<file path="src/rtl/load_store_unit_if.sv">
// Request/response port towards the execute stage and the word-addressed data memory port
// of the load/store unit. slave is the unit's view, master the surrounding pipeline/memory.
interface load_store_unit_if;
  logic        req_valid;
  logic        req_ready;
  logic        req_write;
  logic [2:0]  req_funct3;
  logic [31:0] req_addr;
  logic [31:0] req_wdata;
  logic [4:0]  req_rd;

  logic        resp_valid;
  logic [31:0] resp_rdata;
  logic [4:0]  resp_rd;
  logic        resp_misaligned;
  logic        resp_fault;

  logic        mem_read_ready;
  logic        mem_ok_read;
  logic [31:2] mem_read_address;
  logic [31:0] mem_read_data;
  logic        mem_write_ready;
  logic [31:2] mem_write_address;
  logic [31:0] mem_write_data;
  logic [3:0]  mem_write_byte;

  modport slave (
    input  req_valid, req_write, req_funct3, req_addr, req_wdata, req_rd,
    input  mem_read_data,
    output req_ready,
    output resp_valid, resp_rdata, resp_rd, resp_misaligned, resp_fault,
    output mem_read_ready, mem_ok_read, mem_read_address,
    output mem_write_ready, mem_write_address, mem_write_data, mem_write_byte
  );

  modport master (
    output req_valid, req_write, req_funct3, req_addr, req_wdata, req_rd,
    output mem_read_data,
    input  req_ready,
    input  resp_valid, resp_rdata, resp_rd, resp_misaligned, resp_fault,
    input  mem_read_ready, mem_ok_read, mem_read_address,
    input  mem_write_ready, mem_write_address, mem_write_data, mem_write_byte
  );
endinterface

</file>
<file path="src/rtl/load_store_unit.sv">
// Load/store unit: one request at a time, byte/half/word formatting towards a word-addressed
// memory with registered read data, load extension, and misalignment/fault reporting.
module load_store_unit #(
  parameter int unsigned SIZE = 4096
) (
  input  logic             clk,
  input  logic             reset,
  load_store_unit_if.slave bus
);
  localparam int unsigned AW  = 32;
  localparam int unsigned DW  = 32;
  localparam int unsigned WAW = 30;
  localparam int unsigned RW  = 5;
  localparam int unsigned BEW = 4;
  localparam logic [AW-1:0] SIZE_LIMIT = AW'(SIZE);

  localparam logic [2:0] F3_B  = 3'b000;
  localparam logic [2:0] F3_H  = 3'b001;
  localparam logic [2:0] F3_W  = 3'b010;
  localparam logic [2:0] F3_BU = 3'b100;
  localparam logic [2:0] F3_HU = 3'b101;

  typedef enum logic [1:0] {
    S_IDLE,
    S_ISSUE,
    S_WAIT,
    S_RESP
  } state_t;

  state_t state, state_d;

  logic          lat_write,  lat_write_d;
  logic [2:0]    lat_funct3, lat_funct3_d;
  logic [1:0]    lat_off,    lat_off_d;
  logic [RW-1:0] lat_rd,     lat_rd_d;

  logic           resp_valid_q,      resp_valid_d;
  logic [DW-1:0]  resp_rdata_q,      resp_rdata_d;
  logic [RW-1:0]  resp_rd_q,         resp_rd_d;
  logic           resp_misaligned_q, resp_misaligned_d;
  logic           resp_fault_q,      resp_fault_d;
  logic           mem_rd_q,          mem_rd_d;
  logic [WAW-1:0] mem_raddr_q,       mem_raddr_d;
  logic           mem_wr_q,          mem_wr_d;
  logic [WAW-1:0] mem_waddr_q,       mem_waddr_d;
  logic [DW-1:0]  mem_wdata_q,       mem_wdata_d;
  logic [BEW-1:0] mem_be_q,          mem_be_d;

  // Request decode: alignment, legality, range and store lane formatting
  logic           dec_half;
  logic           dec_word;
  logic           dec_legal;
  logic           dec_misaligned;
  logic           dec_fault;
  logic [BEW-1:0] dec_be;
  logic [DW-1:0]  dec_wdata;

  always_comb begin
    dec_half  = (bus.req_funct3 == F3_H) || (!bus.req_write && (bus.req_funct3 == F3_HU));
    dec_word  = (bus.req_funct3 == F3_W);
    if (bus.req_write) begin
      dec_legal = (bus.req_funct3 == F3_B) || (bus.req_funct3 == F3_H) || (bus.req_funct3 == F3_W);
    end else begin
      dec_legal = (bus.req_funct3 == F3_B)  || (bus.req_funct3 == F3_H)  ||
                  (bus.req_funct3 == F3_W)  || (bus.req_funct3 == F3_BU) ||
                  (bus.req_funct3 == F3_HU);
    end
    dec_misaligned = (dec_half && bus.req_addr[0]) ||
                     (dec_word && (bus.req_addr[1:0] != 2'b00));
    dec_fault      = !dec_legal || (bus.req_addr >= SIZE_LIMIT);

    case (bus.req_funct3[1:0])
      2'b00: begin
        dec_be    = BEW'(4'b0001 << bus.req_addr[1:0]);
        dec_wdata = {4{bus.req_wdata[7:0]}};
      end
      2'b01: begin
        dec_be    = BEW'(4'b0011 << bus.req_addr[1:0]);
        dec_wdata = {2{bus.req_wdata[15:0]}};
      end
      default: begin
        dec_be    = 4'b1111;
        dec_wdata = bus.req_wdata;
      end
    endcase
  end

  // Load data alignment and sign/zero extension of the registered memory word
  logic [DW-1:0] ld_shifted;
  logic [DW-1:0] ld_value;

  always_comb begin
    ld_shifted = bus.mem_read_data >> {lat_off, 3'b000};
    case (lat_funct3)
      F3_B:    ld_value = {{24{ld_shifted[7]}}, ld_shifted[7:0]};
      F3_BU:   ld_value = {24'd0, ld_shifted[7:0]};
      F3_H:    ld_value = {{16{ld_shifted[15]}}, ld_shifted[15:0]};
      F3_HU:   ld_value = {16'd0, ld_shifted[15:0]};
      default: ld_value = ld_shifted;
    endcase
  end

  // Next state and next values of every registered output
  always_comb begin
    state_d           = state;
    lat_write_d       = lat_write;
    lat_funct3_d      = lat_funct3;
    lat_off_d         = lat_off;
    lat_rd_d          = lat_rd;
    resp_valid_d      = 1'b0;
    resp_rdata_d      = '0;
    resp_rd_d         = '0;
    resp_misaligned_d = 1'b0;
    resp_fault_d      = 1'b0;
    mem_rd_d          = 1'b0;
    mem_raddr_d       = '0;
    mem_wr_d          = 1'b0;
    mem_waddr_d       = '0;
    mem_wdata_d       = '0;
    mem_be_d          = '0;

    case (state)
      S_IDLE: begin
        if (bus.req_valid) begin
          lat_write_d  = bus.req_write;
          lat_funct3_d = bus.req_funct3;
          lat_off_d    = bus.req_addr[1:0];
          lat_rd_d     = bus.req_rd;
          if (dec_misaligned) begin
            state_d           = S_RESP;
            resp_valid_d      = 1'b1;
            resp_rd_d         = bus.req_rd;
            resp_misaligned_d = 1'b1;
          end else if (dec_fault) begin
            state_d      = S_RESP;
            resp_valid_d = 1'b1;
            resp_rd_d    = bus.req_rd;
            resp_fault_d = 1'b1;
          end else begin
            state_d = S_ISSUE;
            if (bus.req_write) begin
              mem_wr_d    = 1'b1;
              mem_waddr_d = bus.req_addr[31:2];
              mem_wdata_d = dec_wdata;
              mem_be_d    = dec_be;
            end else begin
              mem_rd_d    = 1'b1;
              mem_raddr_d = bus.req_addr[31:2];
            end
          end
        end
      end
      S_ISSUE: begin
        if (lat_write) begin
          state_d      = S_RESP;
          resp_valid_d = 1'b1;
          resp_rd_d    = lat_rd;
        end else begin
          state_d = S_WAIT;
        end
      end
      S_WAIT: begin
        state_d      = S_RESP;
        resp_valid_d = 1'b1;
        resp_rd_d    = lat_rd;
        resp_rdata_d = ld_value;
      end
      S_RESP: begin
        state_d = S_IDLE;
      end
      default: begin
        state_d = S_IDLE;
      end
    endcase
  end

  always_ff @(posedge clk) begin
    if (reset) begin
      state             <= S_IDLE;
      lat_write         <= 1'b0;
      lat_funct3        <= '0;
      lat_off           <= '0;
      lat_rd            <= '0;
      resp_valid_q      <= 1'b0;
      resp_rdata_q      <= '0;
      resp_rd_q         <= '0;
      resp_misaligned_q <= 1'b0;
      resp_fault_q      <= 1'b0;
      mem_rd_q          <= 1'b0;
      mem_raddr_q       <= '0;
      mem_wr_q          <= 1'b0;
      mem_waddr_q       <= '0;
      mem_wdata_q       <= '0;
      mem_be_q          <= '0;
    end else begin
      state             <= state_d;
      lat_write         <= lat_write_d;
      lat_funct3        <= lat_funct3_d;
      lat_off           <= lat_off_d;
      lat_rd            <= lat_rd_d;
      resp_valid_q      <= resp_valid_d;
      resp_rdata_q      <= resp_rdata_d;
      resp_rd_q         <= resp_rd_d;
      resp_misaligned_q <= resp_misaligned_d;
      resp_fault_q      <= resp_fault_d;
      mem_rd_q          <= mem_rd_d;
      mem_raddr_q       <= mem_raddr_d;
      mem_wr_q          <= mem_wr_d;
      mem_waddr_q       <= mem_waddr_d;
      mem_wdata_q       <= mem_wdata_d;
      mem_be_q          <= mem_be_d;
    end
  end

  assign bus.req_ready         = (state == S_IDLE);
  assign bus.resp_valid        = resp_valid_q;
  assign bus.resp_rdata        = resp_rdata_q;
  assign bus.resp_rd           = resp_rd_q;
  assign bus.resp_misaligned   = resp_misaligned_q;
  assign bus.resp_fault        = resp_fault_q;
  assign bus.mem_read_ready    = mem_rd_q;
  assign bus.mem_ok_read       = mem_rd_q;
  assign bus.mem_read_address  = mem_raddr_q;
  assign bus.mem_write_ready   = mem_wr_q;
  assign bus.mem_write_address = mem_waddr_q;
  assign bus.mem_write_data    = mem_wdata_q;
  assign bus.mem_write_byte    = mem_be_q;
endmodule

</file>
<file path="src/flat_wrapper.sv">
// flat-port wrapper written by rule: the top's interface ports become plain ports
module load_store_unit_flat 
#(
  parameter int unsigned SIZE = 4096
)
  (clk, reset, bus_req_valid, bus_req_write, bus_req_funct3, bus_req_addr, bus_req_wdata, bus_req_rd, bus_mem_read_data, bus_req_ready, bus_resp_valid, bus_resp_rdata, bus_resp_rd, bus_resp_misaligned, bus_resp_fault, bus_mem_read_ready, bus_mem_ok_read, bus_mem_read_address, bus_mem_write_ready, bus_mem_write_address, bus_mem_write_data, bus_mem_write_byte);
  load_store_unit_if bus_i ();
  input  logic clk;
  input  logic reset;
  input wire logic [$bits(bus_i.req_valid)-1:0] bus_req_valid;
  input wire logic [$bits(bus_i.req_write)-1:0] bus_req_write;
  input wire logic [$bits(bus_i.req_funct3)-1:0] bus_req_funct3;
  input wire logic [$bits(bus_i.req_addr)-1:0] bus_req_addr;
  input wire logic [$bits(bus_i.req_wdata)-1:0] bus_req_wdata;
  input wire logic [$bits(bus_i.req_rd)-1:0] bus_req_rd;
  input wire logic [$bits(bus_i.mem_read_data)-1:0] bus_mem_read_data;
  output wire logic [$bits(bus_i.req_ready)-1:0] bus_req_ready;
  output wire logic [$bits(bus_i.resp_valid)-1:0] bus_resp_valid;
  output wire logic [$bits(bus_i.resp_rdata)-1:0] bus_resp_rdata;
  output wire logic [$bits(bus_i.resp_rd)-1:0] bus_resp_rd;
  output wire logic [$bits(bus_i.resp_misaligned)-1:0] bus_resp_misaligned;
  output wire logic [$bits(bus_i.resp_fault)-1:0] bus_resp_fault;
  output wire logic [$bits(bus_i.mem_read_ready)-1:0] bus_mem_read_ready;
  output wire logic [$bits(bus_i.mem_ok_read)-1:0] bus_mem_ok_read;
  output wire logic [$bits(bus_i.mem_read_address)-1:0] bus_mem_read_address;
  output wire logic [$bits(bus_i.mem_write_ready)-1:0] bus_mem_write_ready;
  output wire logic [$bits(bus_i.mem_write_address)-1:0] bus_mem_write_address;
  output wire logic [$bits(bus_i.mem_write_data)-1:0] bus_mem_write_data;
  output wire logic [$bits(bus_i.mem_write_byte)-1:0] bus_mem_write_byte;
  assign bus_i.req_valid = bus_req_valid;
  assign bus_i.req_write = bus_req_write;
  assign bus_i.req_funct3 = bus_req_funct3;
  assign bus_i.req_addr = bus_req_addr;
  assign bus_i.req_wdata = bus_req_wdata;
  assign bus_i.req_rd = bus_req_rd;
  assign bus_i.mem_read_data = bus_mem_read_data;
  assign bus_req_ready = bus_i.req_ready;
  assign bus_resp_valid = bus_i.resp_valid;
  assign bus_resp_rdata = bus_i.resp_rdata;
  assign bus_resp_rd = bus_i.resp_rd;
  assign bus_resp_misaligned = bus_i.resp_misaligned;
  assign bus_resp_fault = bus_i.resp_fault;
  assign bus_mem_read_ready = bus_i.mem_read_ready;
  assign bus_mem_ok_read = bus_i.mem_ok_read;
  assign bus_mem_read_address = bus_i.mem_read_address;
  assign bus_mem_write_ready = bus_i.mem_write_ready;
  assign bus_mem_write_address = bus_i.mem_write_address;
  assign bus_mem_write_data = bus_i.mem_write_data;
  assign bus_mem_write_byte = bus_i.mem_write_byte;
  load_store_unit #(.SIZE(SIZE)) u_core (.clk(clk), .reset(reset), .bus(bus_i));
endmodule
</file>
<file path="config.mk">
export PLATFORM = sky130hd
export DESIGN_NAME = load_store_unit_flat
export DESIGN_NICKNAME = d
export VERILOG_FILES = /design/src/rtl/load_store_unit_if.sv /design/src/rtl/load_store_unit.sv /design/src/flat_wrapper.sv
export SDC_FILE = /design/constraint.sdc
export NUM_CORES = 1
export LEC_CHECK = 0
export BUFFER_PORTS_ARGS = -buffer_cell sky130_fd_sc_hd__buf_2
export CORE_AREA = 5 5 119 121
export DETAILED_ROUTE_END_ITERATION = 8
export DIE_AREA = 0 0 124 126
export PLACE_DENSITY = 0.7
export SLEW_MARGIN = 20
export SYNTH_ARGS = -nofsm -noshare
export SYNTH_HDL_FRONTEND = slang
export SYNTH_SLANG_ARGS = --single-unit
</file>
<file path="constraint.sdc">
create_clock -name clk -period 4.7 [get_ports clk]
set_clock_uncertainty 0.2 [all_clocks]
set_input_delay 1.175 -clock clk [delete_from_list [all_inputs] [get_ports clk]]
set_output_delay 1.175 -clock clk [all_outputs]
set_load 0.02 [all_outputs]
</file>
==> reports/metrics.csv, run 1 <==
metric,value,unit
outcome,"finished, final reports clean",
powerDensity,476,nW/um2
grt_pass1_wl,22000,um
reg2reg_to,u_core.bus.resp_rdata[27],
netlist_area,5090,um2
synth_top_area_share,59.4,%
synth_cells,506,
place_ws,1420,ps
initial_core_util,39.2,%
fin_crit_sh,60.7,%
tns,0,ps
cp_slowest_stage_delay,500,ps
worst_slew_pin_slew,980,ps
holdCritStartpoint,u_core.lat_rd[0],
min_path_type,flop to flop,
core_area,13000,um2
wire_per_inst,15.0,um
grt_overflow,0,
cts_htree_levels,4,
crit_slowest_cell,a211oi_4,
synthDistinctLibCells,42,
finalWirelength,14500,um
postCtsSetupBuffers,0,
ff2ff_path_depth,4,
cp_cell_sequence,buf_2 -> xor2_1 -> a211oi_4 -> nand4_4 -> a21oi_1,
holdPathStages,2,
ant_nets,0,
netlist_top_cells_count,"151 x dfxtp_1, 42 x nor2_1, 39 x a21oi_1, 39 x nand2_1, 33 x mux2i_1",
cts.repair.resized,0,
setup_viol,0,
drc,0,
firstDrtPassIters,4,
numCtsBuffers,17,
crit_type,input pin to flop,
drv_slew,0,
power.total,3.41,mW
yosys_register_bits,151,
die_y,126,um
dieArea,15600,um2
critPathCaptureType,flop,
viasPerCell,4.59,
cts-root-buf,clkbuf_16,
placed_area,6570,um2
design_area,7170,um2
ff2ff_setup_slack,1980,ps
drive_above_1_share,36.8,%
utilization,55.2,%
nNetsFinal,892,
layout_setup_ws,1850,ps
synth_warnings,0,
layout_min_cycle_time,2850,ps
seq_area_frac_synth,59.4,%
grt_pass1_vias,4278,
required,4830,ps
finalWeightedCongestion,0.769,
p_leak,3.58,nW
synth_edf_count,0,
async_flop_share,0,%
drtIter0Drc,192,
path_clk_slew,60,ps
vias,4453,
rsz0062_at_grt,no,
syn_area_per_cell,10.1,um2
final_cells,970,
max_freq,0.351,GHz
critPathArrivalTime,2980,ps
std_cell_rows,42,
r2r_start,u_core.lat_off[1],
path_max_fanout,28,
hold_ws,254,ps
syn2layout_area_growth,40.9,%
grtUsageTotal,18.2,%
dpl.hpwl,10800,um
cts_hold_buf,0,
cts.path.max_buffers,2,
ir_drop,0.219,mV
hold_viol_final,0,
die_x,124,um
numClockSinks,151,
min_to,u_core.lat_rd[0],
grt_max_degree,38,
ys.flop_type,dfxtp_1,
grt_antenna_before_repair,4,
ios,248,
clk-insertion-delay-late,410,ps
dp_cells,937,
synth.most_common_cell,dfxtp_1,
cts_tree,yes,
max_cap_violations,0,
synthTopCellsByArea,"dfxtp_1 59%, mux2i_1 6.5%, a21oi_1 3.8%",
port_buffers,247,
start_kind,input pin,
yosys.area.top_type,dfxtp_1,
slew_headroom,34.6,%
layer usage:
layer	vias up	GRT usage, %	wire length [um]
met3	20	9.73	1760
li1	2218	-	-
met2	214	28.4	6730
met1	1995	21.6	5800
met4	6	5.73	199
met5	-	0	28
final cells by class:
cell class,count,area (um2)
repair buffers,250,1260
multi-input cells,337,1980
fillers,1243,5810
clock inverters,12,151
flip-flops and latches,151,3020
diodes,1,2.50
clock buffers,20,447
well taps,176,220
inverters,23,86.3
worst max path at each step:
stage / start / endpoint / slack (ps) / depth (start not counted)
after global placement: bus_req_funct3[0] / u_core.bus.mem_write_byte[2] / 1470 / 5
after global routing: bus_req_funct3[0] / u_core.bus.mem_write_byte[3] / 1610 / 5
after floorplan: reset / u_core.bus.resp_rdata[24] / 2010 / 7
after detailed placement: bus_req_funct3[0] / u_core.bus.mem_write_data[8] / 1420 / 5
after CTS: bus_req_funct3[0] / u_core.bus.mem_write_byte[1] / 1860 / 5
final: bus_req_funct3[0] / u_core.bus.mem_write_byte[1] / 1850 / 5
state kept, by name (all words and copies together), names as in the netlist:
name	cells
u_core.lat_write	1
u_core.bus.resp_rd	5
u_core.bus.resp_valid	1
u_core.bus.mem_write_byte	4
u_core.bus.resp_misaligned	1
u_core.bus.resp_fault	1
u_core.lat_rd	5
u_core.bus.resp_rdata	32
u_core.bus.mem_write_ready	1
u_core.bus.mem_write_data	32
u_core.bus.mem_read_address	30
u_core.state	2
u_core.lat_off	2
u_core.lat_funct3	3
u_core.bus.mem_ok_read	1
u_core.bus.mem_write_address	30
cells by family after synthesis:
| group | after synthesis | share of synthesized area [%] |
|---|---|---|
| simple gates | 155 | 15.1 |
| flops | 151 | 59.4 |
| compound gates | 101 | 12.3 |
| buf+inv | 57 | 4.55 |
| mux | 36 | 7.38 |
| fa+ha+maj | 4 | 0.984 |
| other cells | 1 | 0.0737 |
| xor+xnor | 1 | 0.172 |
cells in the final DEF (no fill, tap or decap), types with 13 or more instances in the layout:
cell type and n:
conb_1 40, buf_2 247, nor3_1 30, a211oi_1 15, inv_1 23, dfxtp_1 151
nand2_1 39, a21oi_1 39, clkbuf_16 17, mux2i_1 33, and2_1 13, o21ai_0 25
nor2_1 42
worst max-delay path: cells and delay by family:
kind,cells,cell delay (ps)
simple gates,1,450
buf+inv,1,410
xor+xnor,1,180
compound gates,2,750
report_power, final:
part,internal (mW),switching (mW),total [mW]
clock,0.848,0.512,1.36
sequential,1.39,0.0504,1.44
combinational,0.224,0.391,0.615
total,2.46,0.953,3.41
Note: power is estimated with default switching activity, not from simulation.
==> inputs of run 2 (changes only) <==
==> constraint.sdc (replaced) <==
create_clock -name clk -period 2.74 [get_ports clk]
set_clock_uncertainty 0.2 [all_clocks]
set_input_delay 0.685 -clock clk [delete_from_list [all_inputs] [get_ports clk]]
set_output_delay 0.685 -clock clk [all_outputs]
set_load 0.02 [all_outputs]
==> run 2 against run 1 <==
Setup slack worse by 1300 ps. Wire length up 1.7%. Cell count up 1.1%. Register-to-register slack worse by 1400 ps. Total power up 69%. Critical path type is now flop to primary output. Largest power group unchanged.
==> reports/metrics.csv, run 2 (synthesis results as in run 1) <==
metric,value,unit
outcome,"finished, final reports clean",
drv_slew,0,
power.total,5.76,mW
intPower,4.11,mW
cp_cell_sequence,inv_1 -> ha_1 -> buf_2,
wire_per_inst,15.1,um
path_clk_slew,60,ps
core_area,13000,um2
num-fill-cells,1211,
cts-root-buf,clkbuf_16,
syn2layout_area_growth,42.0,%
cp_slowest_stage_delay,390,ps
ir_drop,0.333,mV
postCtsSetupBuffers,0,
numCtsBuffers,17,
required,1860,ps
crit_type,flop to primary output,
min_to,u_core.lat_rd[1],
p_sw,1.66,mW
dpl.hpwl,11000,um
p_leak,3.61,nW
power_frac_comb,18.9,%
place_ws,141,ps
gr-usage-met1,21.3,%
grt_pass1_vias,4401,
layout_min_cycle_time,2230,ps
cts_hold_buf,0,
min_path_type,flop to flop,
utilization,55.6,%
holdPathStages,2,
ios,248,
cts_tree,yes,
r2r_start,u_core.lat_off[1],
hold_viol_final,0,
drtIter0Drc,199,
clk-insertion-delay-late,410,ps
max_cap_violations,0,
cts_htree_levels,4,
ff2ff_setup_slack,590,ps
start_kind,flop,
final_cell_mix,"247 x buf_2, 151 x dfxtp_1, 42 x nor2_1",
placed_area,6650,um2
final_common_cell,buf_2,
initial_core_util,39.2,%
max_freq,0.449,GHz
drive_above_1_share,37.7,%
design_area,7220,um2
met2_usage,29.4,%
top_usage_layer,met2,
viasPerCell,4.65,
cts.repair.resized,0,
ant_nets,0,
path_max_fanout,7,
layout_setup_ws,511,ps
grt_pass1_wl,22200,um
grtUsageTotal,18.5,%
dieArea,15600,um2
met3_usage,9.01,%
cts.path.max_buffers,2,
vias,4559,
grt_antenna_before_repair,3,
rsz0062_at_grt,no,
crit_slowest_cell,dfxtp_1,
worst_slew_pin_slew,578,ps
numClockSinks,151,
critPathArrivalTime,1340,ps
grt_max_degree,31,
tns,0,ps
sw_frac_of_total,28.8,%
slew_headroom,61.4,%
holdCritStartpoint,u_core.lat_rd[1],
p_seq_share,42.6,%
ff2ff_path_depth,4,
reg2reg_to,u_core.bus.resp_rdata[16],
grt_overflow,0,
std_cell_rows,42,
powerDensity,798,nW/um2
critPathCaptureType,primary output,
finalWirelength,14800,um
fin_crit_sh,81.3,%
finalWeightedCongestion,0.829,
die_x,124,um
die_y,126,um
nNetsFinal,903,
port_buffers,247,
clock_power_share,38.5,%
setup_viol,0,
drc,0,
firstDrtPassIters,5,
[run 2: cell types whose count changed in the layout (fill, tap and decap cells not counted)]
cell | previous run | this run
bufinv_16 | 3 | 1
clkinvlp_4 | 2 | 4
clkbuf_8 | 1 | 3
buf_4 | 3 | 14
clkinv_2 | 4 | 2
[run 2: power by group through the flow]
stage / logic [mW] / clock network, mW / registers, mW
floorplan: 0.544 / 0 / 2.66
global placement: 1.09 / 0 / 2.50
detailed placement: 1.09 / 0 / 2.50
CTS: 1.10 / 2.27 / 2.46
global route: 1.21 / 2.36 / 2.47
finish: 1.09 / 2.22 / 2.45
[run 2: worst max-delay path: cells and delay by family (launching register included)]
family	cells	cell delay, ps
buffers and inverters	2	270
adder cells (fa/ha/maj)	1	270
flip-flops	1	390
[run 2: worst max-delay path by stage]
stage,start,slack [ps],to,depth (start not counted)
6_report,u_core.state[0],510,bus_req_ready,3
4_1_cts,u_core.state[0],480,bus_req_ready,3
3_3_place_gp,bus_req_addr[0],220,u_core.bus.mem_write_byte[1],5
3_5_place_dp,bus_req_addr[0],140,u_core.bus.mem_write_data[15],5
5_1_grt,u_core.state[0],410,bus_req_ready,3
2_1_floorplan,reset,540,u_core.bus.resp_rdata[24],7
[run 2: stage by stage]
step	hold WS [ps]	cells
2_1_floorplan	237	545
3_3_place_gp	244	948
3_5_place_dp	251	948
4_1_cts	259	980
5_1_grt	270	981
6_report	258	981
[run 2: final cells by class]
class	instances	area (um2)	share of cell area [%]
clock buffer	22	474	6.57
tap	176	220	3.05
multi-input combinational	337	1980	27.4
sequential	151	3020	41.9
clock inverter	10	96.3	1.33
timing repair buffer	261	1340	18.6
inverter	23	86.3	1.20
antenna	1	2.50	0.0347
[run 2: layer usage]
layer  vias to the layer above  share of wire [%]
met3                        29                 12
met2                       223                 46
met1                      2055                 40
met4                         4                2.0
li1                       2248                  -
met5                         -               0.11
==> inputs of run 3 (changes only) <==
--- a/config.mk
+++ b/config.mk
@@ -9,7 +9,7 @@
 export CORE_AREA = 5 5 119 121
 export DETAILED_ROUTE_END_ITERATION = 8
 export DIE_AREA = 0 0 124 126
-export PLACE_DENSITY = 0.7
+export PLACE_DENSITY = 0.73
 export SLEW_MARGIN = 20
 export SYNTH_ARGS = -nofsm -noshare
 export SYNTH_HDL_FRONTEND = slang
==> constraint.sdc (replaced) <==
create_clock -name clk -period 1.85 [get_ports clk]
set_clock_uncertainty 0.2 [all_clocks]
set_input_delay 0.4625 -clock clk [delete_from_list [all_inputs] [get_ports clk]]
set_output_delay 0.4625 -clock clk [all_outputs]
set_load 0.02 [all_outputs]
==> run 3 against run 2 <==
Critical path depth is the same. Cell count grew 2.5%. Critical endpoint unchanged. Sequential share of layout area shrank 2.0 points. Wire length shrank 4.6%. Via count shrank 0.86%. Register-to-register slack lost 500 ps. Setup slack lost 460 ps. Total power grew 58%. Clock power grew 63%. Worst hold slack lost 180 ps. Largest power group unchanged. Highest routed layer is now met4.
==> reports/metrics.csv, run 3 (synthesis results as in run 1) <==
metric,value,unit
std_cell_rows,42,
wire_per_inst,14.0,um
clk-insertion-delay-late,410,ps
dp_cells,971,
design_area,7580,um2
grt_pass1_vias,4503,
dpl.hpwl,11000,um
grt_pass1_wl,22100,um
ant_nets,0,
cts_htree_levels,4,
critPathTopFamily,flip-flops,
drive_above_1_share,41.7,%
viasPerCell,4.49,
path_clk_slew,60,ps
grt_antenna_before_repair,1,
critPathCaptureType,primary output,
nNetsFinal,928,
crit_type,flop to primary output,
layout_min_cycle_time,1800,ps
worst_slew_pin_slew,523,ps
crit_slowest_cell,dfxtp_2,
final_cells,1006,
grtUsageTotal,18.0,%
firstDrtPassIters,4,
path_max_fanout,7,
rsz0062_at_grt,yes,
finalWeightedCongestion,0.794,
num-fill-cells,1158,
max_cap_violations,0,
required,1190,ps
min_path_type,input pin to flop,
hold_ws,80.4,ps
final_cell_mix,"246 x buf_2, 148 x dfxtp_1, 41 x nor2_1",
finalWirelength,14100,um
initial_core_util,39.2,%
power.total,9.11,mW
port_buffers,247,
grt_max_degree,37,
final_common_cell,buf_2,
syn2layout_area_growth,49.1,%
max_freq,0.555,GHz
drtIter0Drc,146,
cts_tree,yes,
cts-root-buf,clkbuf_16,
cts.path.max_buffers,2,
outcome,"finished, final reports clean",
ir_drop,0.700,mV
setup_viol,0,
critPathArrivalTime,1140,ps
die_x,124,um
start_kind,flop,
path_buf_inv,2,
hold_viol_final,0,
cp_cell_sequence,inv_2 -> ha_4 -> buf_6,
fin_crit_sh,97.3,%
core_area,13000,um2
vias,4520,
numClockSinks,151,
ios,248,
powerDensity,1200,nW/um2
placed_area,6900,um2
cp_slowest_stage_delay,360,ps
slew_headroom,64.7,%
drc,0,
p_leak,3.80,nW
die_y,126,um
grt_overflow,0,
dieArea,15600,um2
drv_slew,0,
numCtsBuffers,17,
cts_hold_buf,0,
run 3: cell types whose count changed in the layout (fill, tap and decap cells not counted), moves of 3 or more:
cell,previous run,this run
dfxtp_1,151,148
a21oi_2,0,3
buf_12,0,3
a21oi_1,39,36
dfxtp_2,0,3
inv_6,1,4
buf_4,14,35
run 3: cell type report:
type                    count  area, um2  share of cell area (%)
flip-flops and latches    151       3030                    39.9
multi-input cells         337       2050                    27.0
repair buffers            286       1580                    20.8
clock buffers              18        439                    5.79
well taps                 176        220                    2.90
clock inverters            14        188                    2.47
inverters                  23       86.3                    1.14
diodes                      1       2.50                  0.0330
run 3: final timing paths:
check,from,endpoint,slack [ps],cells after the start
worst max-delay path,u_core.state[1],bus_req_ready,50,3
worst min-delay path,bus_mem_read_data[24],u_core.bus.resp_rdata[24],80,2
worst max register to register,u_core.lat_off[1],u_core.bus.resp_rdata[25],90,6
worst min register to register,u_core.lat_write,u_core.lat_write,260,2
run 3: worst register-to-register path: cells and delay by family (launching register included):
kind / cells / cell delay (ps)
AND/OR/NAND/NOR: 1 / 130
buffers and inverters: 2 / 280
flip-flops: 1 / 350
AO/OA/AOI/OAI: 2 / 200
multiplexers: 1 / 510
run 3: per-layer routing:
layer	track usage [%]	wire (um)	up-vias
li1	-	-	2293
met5	0	0	-
met2	29.8	6690	197
met4	5.15	115	0
met1	20.6	5670	2020
met3	8.65	1620	10
run 3: through the flow:
stage | TNS, ps | worst slack (ps) | util (%)
2_1_floorplan | -2530 | -69.3 | -
3_3_place_gp | -12720 | -234 | 53.1
3_5_place_dp | -11030 | -214 | 53.1
4_1_cts | -41.9 | -16.7 | 58.2
5_1_grt | -5.22 | -5.22 | 58.4
6_report | 0 | 49.5 | 58.4
run 3: repair_timing:
item,CTS,global route
gates resized for setup,5,9
endpoints found under the setup margin,4,26
buffers inserted,1,1
pin swaps,0,1
run 3: power by group:
part	leakage (nW)	switching (mW)	internal [mW]
logic	2.27	1.09	0.791
registers	1.24	0.0931	3.52
clock network	0.298	1.41	2.20
total	3.80	2.60	6.51
